===== config.mk =====
export PLATFORM = sky130hd
export DESIGN_NAME = upsamp_hold
export DESIGN_NICKNAME = d
export VERILOG_FILES = /design/src/rtl/upsamp_hold_pkg.sv /design/src/rtl/upsamp_hold_sfifo_sync.sv /design/src/rtl/upsamp_hold.sv
export SDC_FILE = /design/constraint.sdc
export NUM_CORES = 1
export LEC_CHECK = 0
export BUFFER_PORTS_ARGS = -buffer_cell sky130_fd_sc_hd__buf_2
export CAP_MARGIN = 25
export CORE_AREA = 2 2 102 104
export DETAILED_ROUTE_END_ITERATION = 10
export DIE_AREA = 0 0 104 106
export HOLD_SLACK_MARGIN = 0.05
export PLACE_DENSITY = 0.63
export SYNTH_ARGS = -nofsm -noshare
export SYNTH_HDL_FRONTEND = slang
export SYNTH_SLANG_ARGS = --single-unit

===== constraint.sdc =====
create_clock -name clk -period 9.1 [get_ports clk]
set_clock_uncertainty 0.2 [all_clocks]
set_input_delay 0 -clock clk [delete_from_list [all_inputs] [get_ports clk]]
set_output_delay 0 -clock clk [all_outputs]
set_load 0.01 [all_outputs]

===== src/rtl/upsamp_hold_pkg.sv =====
// Shared definitions for the sample-rate expander and its decimator peer.
// Holds the sample width, the default repeat factor and the IDLE/RUN state encoding.
package upsamp_hold_pkg;

    localparam int SAMPLE_W   = 12;
    localparam int FACTOR_DEF = 10;

    localparam logic [0:0] ST_IDLE = 1'b0;
    localparam logic [0:0] ST_RUN  = 1'b1;

    typedef logic signed [SAMPLE_W-1:0] sample_t;

endpackage


===== src/rtl/upsamp_hold_sfifo_sync.sv =====
// Synchronous FIFO with first-word-fall-through read; push-to-visible latency 1 cycle.
// Backpressure: push ignored while full, pop ignored while empty; full/empty/count are registered.
module sfifo_sync #(
    parameter int WIDTH = 12,
    parameter int DEPTH = 4
) (
    input  logic                     clk,
    input  logic                     rst,
    input  logic                     push,
    input  logic                     pop,
    input  logic [WIDTH-1:0]         wr_data,
    output logic [WIDTH-1:0]         rd_data,
    output logic [$clog2(DEPTH):0]   count,
    output logic                     full,
    output logic                     empty
);

    localparam int AW = $clog2(DEPTH);
    localparam int CW = AW + 1;

    logic [WIDTH-1:0] mem [DEPTH];
    logic [AW-1:0]    wr_ptr;
    logic [AW-1:0]    rd_ptr;
    logic             do_push;
    logic             do_pop;

    assign full    = (count == CW'(DEPTH));
    assign empty   = (count == '0);
    assign do_push = push && !full;
    assign do_pop  = pop && !empty;
    assign rd_data = mem[rd_ptr];

    // Pointers wrap naturally because DEPTH is a power of two.
    always_ff @(posedge clk) begin
        if (!rst) begin
            wr_ptr <= '0;
            rd_ptr <= '0;
            count  <= '0;
        end else begin
            if (do_push) wr_ptr <= wr_ptr + 1'b1;
            if (do_pop)  rd_ptr <= rd_ptr + 1'b1;
            count <= count + CW'(do_push) - CW'(do_pop);
        end
    end

    always_ff @(posedge clk) begin
        if (rst && do_push) mem[wr_ptr] <= wr_data;
    end

endmodule


===== src/rtl/upsamp_hold.sv =====
// Zero-order-hold expander: each queued sample is emitted FACTOR times on ena ticks; out_en lags ena by 1 cycle.
// Backpressure: busy mirrors FIFO full; a strobe while busy is dropped and latches overflow.
module upsamp_hold
    import upsamp_hold_pkg::*;
#(
    parameter int FACTOR = FACTOR_DEF,
    parameter int DEPTH  = 4
) (
    input  logic                clk,
    input  logic                rst,
    input  logic                ena,
    input  logic                in_en,
    input  logic signed [SAMPLE_W-1:0] in_data,
    output logic                busy,
    output logic signed [SAMPLE_W-1:0] dataOut,
    output logic                out_en,
    output logic                underrun,
    output logic                overflow
);

    localparam logic [7:0] LAST_PHASE = 8'(FACTOR - 1);

    sample_t                 rd_data;
    sample_t                 hold;
    logic [$clog2(DEPTH):0]  count;
    logic                    empty;
    logic                    pop;
    logic [0:0]              state;
    logic [7:0]              phase;

    // A new sample is due on the first tick ever, and on every tick that lands on phase 0.
    assign pop = ena && !empty && ((state == ST_IDLE) || (phase == 8'd0));

    sfifo_sync #(
        .WIDTH (SAMPLE_W),
        .DEPTH (DEPTH)
    ) u_fifo (
        .clk     (clk),
        .rst     (rst),
        .push    (in_en),
        .pop     (pop),
        .wr_data (in_data),
        .rd_data (rd_data),
        .count   (count),
        .full    (busy),
        .empty   (empty)
    );

    always_ff @(posedge clk) begin
        if (!rst) begin
            state    <= ST_IDLE;
            phase    <= 8'd0;
            hold     <= '0;
            dataOut  <= '0;
            out_en   <= 1'b0;
            underrun <= 1'b0;
            overflow <= 1'b0;
        end else begin
            out_en <= 1'b0;
            if (in_en && busy) overflow <= 1'b1;
            if (ena) begin
                if (state == ST_IDLE) begin
                    if (!empty) begin
                        hold    <= rd_data;
                        dataOut <= rd_data;
                        out_en  <= 1'b1;
                        phase   <= 8'd1;
                        state   <= ST_RUN;
                    end
                end else if (phase == 8'd0) begin
                    out_en <= 1'b1;
                    if (!empty) begin
                        hold    <= rd_data;
                        dataOut <= rd_data;
                        phase   <= 8'd1;
                    end else begin
                        // Starved: repeat the old value and retry the pop next tick.
                        dataOut  <= hold;
                        underrun <= 1'b1;
                    end
                end else begin
                    out_en  <= 1'b1;
                    dataOut <= hold;
                    phase   <= (phase == LAST_PHASE) ? 8'd0 : phase + 8'd1;
                end
            end
        end
    end

endmodule


* Word-level counts from Yosys, hierarchy flattened
Memory sizes are Yosys's and may differ from the RTL's. A register that Yosys moved wholly into a read port is not among the register bits.
Index checks and enable logic that the tools add are counted.
** Word-level totals
- RAM bits :: 48
- Output and inout port bits :: 16
- Memories kept :: 1
- Bits of input ports :: 16
- Logic and storage cells :: 49
- Register bits after elaboration :: 43
** Cells by class
- Equal/unequal tests :: 3
- Reduce and logical (&&, ||, !) cells :: 14
- Bitwise gates (word level) :: 1
- Mux-type cells :: 15
- Add/sub/neg operators :: 5
** Memories
- u_fifo.mem :: depth 4, width 12, read ports 1, clocked after memory_dff 1, write ports 1, line upsamp_hold_sfifo_sync.sv:21 : logic [WIDTH-1:0] mem [DEPTH];
** Operators with widths (count)
- $mux 12 :: 5
- $mux 8 :: 4
- $add 8x1->8 const B :: 1
- $eq 8x4->1 const B :: 1
- $logic_not 8->1 :: 1
- $logic_and 1x1->1 :: 6
- $add 2x1->2 const B :: 2
- $mux 1 :: 4
- $mux 2 :: 2
- $reduce_and 2->1 :: 2
- $reduce_and 4->1 :: 1
- $add 3x1->3 :: 1
- $eq 3x3->1 const B :: 1
- $logic_not 3->1 :: 1
- $sub 3x1->3 :: 1
- $logic_not 1->1 :: 2
- $ne 2x1->1 const B :: 1
- $logic_or 1x1->1 :: 1
- $not 1->1 :: 1

* Logic depth before layout (Yosys ltp)
- Depth after elaboration :: 7
- Gate-level depth with buffers :: 13
- Gate-level depth less buffers :: 12

* By module
From an unflattened synthesis, not the netlist that was laid out.
** Second synthesis, totals
- Cells, all modules :: 335
- Area, all modules :: 4083.9 um^2
** Modules (own cells, without submodules)
- sfifo_sync :: cells each 113, instances 1, area an instance 2223.4 um^2, seq. area each 1621.6 um^2
- upsamp_hold :: cells each 222, instances 1, area an instance 1860.5 um^2, seq. area each 720.7 um^2

* Worst setup path after synthesis
OpenSTA, ideal clock, no wires.
- Path type :: reg-to-reg
- Start :: reg phase[0]
- End :: reg u_fifo.count[2]
- Clock period less this slack :: 2961 ps
- Cell stages (with the launch flop) :: 14
- Data required time :: 8772 ps
- Setup time :: 128 ps
- Setup slack :: 6139 ps
- Arrival time :: 2633 ps
- Path buffers :: 1
- Cells stage by stage :: dfxtp_1 -> inv_1 -> ha_1 -> nor4b_2 -> a21oi_2 -> clkbuf_1 -> nor2_1 -> ha_1 -> inv_1 -> ha_1 -> fa_1 -> xnor2_1 -> xnor2_1 -> nor2_1
** On the way
- Cells in the longest elaborated chain, start to end :: 5
** Ends and longest elaborated chain
- start, declared :: line upsamp_hold.sv:29 : logic [7:0] phase;
- start signal, assigned :: line upsamp_hold.sv:84 : phase <= (phase == LAST_PHASE) ? 8'd0 : phase + 8'd1;
- $logic_not 8->1 :: line upsamp_hold.sv:32 : assign pop = ena && !empty && ((state == ST_IDLE) || (phase == 8'd0));
- $logic_or 1x1->1 :: line upsamp_hold.sv:32
- $logic_and 1x1->1 :: line upsamp_hold.sv:32
- $logic_and 1x1->1 :: line upsamp_hold_sfifo_sync.sv:30 : assign do_pop = pop && !empty;
- named net u_fifo.do_pop :: line upsamp_hold_sfifo_sync.sv:25 : logic do_pop;
- $sub 3x1->3 :: line upsamp_hold_sfifo_sync.sv:42 : count <= count + CW'(do_push) - CW'(do_pop);
- end signal, assigned :: line upsamp_hold_sfifo_sync.sv:42
- end, declared :: line upsamp_hold_sfifo_sync.sv:13 : output logic [$clog2(DEPTH):0] count,
The timed path passes the listed nets, and every way through them passes these cells.
A chain may end at the register's enable or synchronous reset.

* Final worst setup path
Ends and elaborated chain as after synthesis.

==> results.ini <==
[outcome]
status=completed

[routing]
wl_met1_mm=3.38
drtAntennaViolNets=0
drc_errors=0
route.vias.total=2586
vias_per_cell=5.33
firstDrtPassIters=6
wl_met2_mm=3.83
wirelength_mm=7.65
route.met3.wl_um=321
wl_per_cell_um=15.8
top_layer=met4
first_iter_violations=136

[worst_setup_path]
crit_fanout=26
regToRegSetupSlack_ps=5610
reg2reg_from=phase[0]
critPathKind=reg -> reg
worstSetupEndpointType=flop
r2r-end=u_fifo.count[2]
cp.arrival_ps=3520
crit_start=phase[0]
rr_worst_depth=12
worstSetupStartpointType=flop
critPathRequiredTime_ps=9130
crit_path_end=u_fifo.count[2]

[timing]
min_period_ps=3490
slew_headroom=0.321
min_period_over_period=0.384
hold_viol=0
tns_ps=0
rsz0062_at_grt=no
worst_slew_pin_slew_ps=1020
setup_viol=0
fmax_mhz=286
slew_viol_final=0

[logic_synthesis]
synthTopCellsByArea=edfxtp_1, dfxtp_1, mux4_2, ha_1, a21oi_1
yosys_warnings=0
synth.distinct_cells=52
postSynthAreaPerCell_sq_um=12.6
synth_area_leader_cell=edfxtp_1
yosys_most_used_dff=edfxtp_1
yosysSeqAreaShare=0.603
synth_seq_cells=93
netlist_instances=308
syn-num-nets=334
synth.cells.most_frequent=edfxtp_1, dfxtp_1, a21oi_1, nand3_1, nor2_1
synthArstFlopShare=0
post-synth-top-count-cell=edfxtp_1
synth.cell_area_sq_um=3880
synth_top_cell_area_share=0.371
synth_edf_count=48

[global_routing]
grt_pass1_vias=2528
grt_overflow=0
grt_usage=0.143
grt_start_max_net_pins=33
antenna_found_initial=0
grt_pass1_wl_mm=12.5

[pwr]
ir_worst_vdd_v=0.000126
power_density_nw_per_um2=245
power_w=0.00109
leakagePower_nw=1.55

[final_layout]
drive_above_1_share=0.203
nNetsFinal=370
area_growth_syn_to_layout_pct=14.9
multi_input_area_sq_um=1400
final-seq-area_sq_um=2340
nFillCells=928
num_antenna_cells=0

[clocking]
cts_buffers=9
htreeDepth=3
cts.sink_count=93
cts_tree=yes
clockBufferDepth=2
clock-root-buffer=clkbuf_8
clk_latency_ps=360
path_clk_slew_ps=110
cts_setup_buffers=0

[floorplanning]
core_sq_um=10000
die_width_um=104
start_util=0.389
dieArea_sq_um=11000
num_io_pins=32
die_h_um=106
core.rowCount=37

[placed_design]
hpwl_mm=4.87
globalplace.congestion=0.901
portBuffers=31

[hold_path]
hp-class=in -> reg

[job]
maxCapViolations=0

-- sequential cells by signal, summed over array words and instances, names as in the netlist, named ones only --
register	flops
u_fifo.wr_ptr	2
overflow	1
dataOut	12
u_fifo.rd_ptr	2
underrun	1
u_fifo.mem	48
u_fifo.count	3
out_en	1
phase	8
state	1
hold	12
-- cell usage in the layout (no fill, tap or decap), types with 5 or more instances in the layout --
| cell | Yosys | final |
|---|---|---|
| nand2_1 | 7 | 7 |
| edfxtp_1 | 48 | 48 |
| buf_2 | 7 | 31 |
| dlygate4sd3_1 | 0 | 16 |
| nor3_1 | 12 | 12 |
| mux4_2 | 12 | 12 |
| inv_1 | 10 | 10 |
| o221ai_1 | 10 | 10 |
| nor2_1 | 19 | 19 |
| nand3_1 | 19 | 19 |
| o21ai_0 | 17 | 17 |
| ha_1 | 9 | 9 |
| a31oi_1 | 5 | 5 |
| clkbuf_8 | 0 | 9 |
| a21oi_1 | 19 | 19 |
| dfxtp_1 | 45 | 45 |
-- worst max-delay path: stages, from the launching register on --
cell	delay [ps]
dfxtp_1	450
inv_1	90
ha_1	240
nor4b_2	200
a21oi_2	790
nor2_1	90
ha_1	310
inv_1	40
ha_1	190
fa_1	380
xnor2_1	180
xnor2_1	150
nor2_1	60
-- how the worst min path moves through the flow --
stage               slack, ps  depth (start not counted)  startpoint          endpoint
floorplan                -100                          0  in_data[0]  u_fifo.mem[0][0]
global placement           10                          1  in_data[9]  u_fifo.mem[1][9]
detailed placement         20                          1  in_data[9]  u_fifo.mem[1][9]
CTS                       160                          2  in_data[9]  u_fifo.mem[1][9]
global route              170                          2  in_data[9]  u_fifo.mem[1][9]
finish                    180                          2  in_data[9]  u_fifo.mem[2][9]
-- per-stage QoR --
step | util | area [sq um] | worst slack [ps] | std cells | hold WS (ps)
after CTS | 0.446 | 4460 | 5620 | 485 | 163
after global routing | 0.446 | 4460 | 5390 | 485 | 168
final | 0.446 | 4460 | 5610 | 485 | 176
after global placement | 0.410 | 4100 | 5780 | 453 | 10.6
after floorplan | - | 3880 | 6140 | 308 | -101
after detailed placement | 0.410 | 4100 | 5650 | 453 | 18.3
-- timing repair --
| item | in CTS | in global routing |
|---|---|---|
| hold endpoints to repair | 73 | 0 |
| resized for setup | 0 | 0 |
| hold buffers | 16 | 0 |
-- area by class of cell --
cell class                      count  area share
Tap cell                          136      0.0381
Multi-Input combinational cell    182       0.313
Clock buffer                        9      0.0277
Clock inverter                      7      0.0171
Inverter                           11     0.00925
Sequential cell                    93       0.525
Timing Repair Buffer               47      0.0706
-- where the power goes --
part | total (W) | internal (W) | switching [W]
clock | 0.000273 | 0.000110 | 0.000163
combinational | 0.000274 | 0.000120 | 0.000153
sequential | 0.000545 | 0.000501 | 0.0000445
total | 0.00109 | 0.000731 | 0.000361
-- routing by layer --
| metal | vias to the layer above | track usage |
|---|---|---|
| met5 | - | 0 |
| met4 | 0 | 0.0589 |
| met3 | 12 | 0.0233 |
| met2 | 67 | 0.249 |
| met1 | 1273 | 0.179 |
| li1 | 1234 | - |
-- cells by family after synthesis --
| group | count (synthesis) | share of synthesized area |
|---|---|---|
| multiplexers | 16 | 0.0802 |
| XOR/XNOR | 3 | 0.00676 |
| AND/OR/NAND/NOR | 87 | 0.124 |
| AO/OA/AOI/OAI | 66 | 0.114 |
| flip-flops | 93 | 0.603 |
| adder cells (fa/ha/maj) | 10 | 0.0341 |
| buffers and inverters | 33 | 0.0380 |
Note: power is estimated with default switching activity, not from simulation.
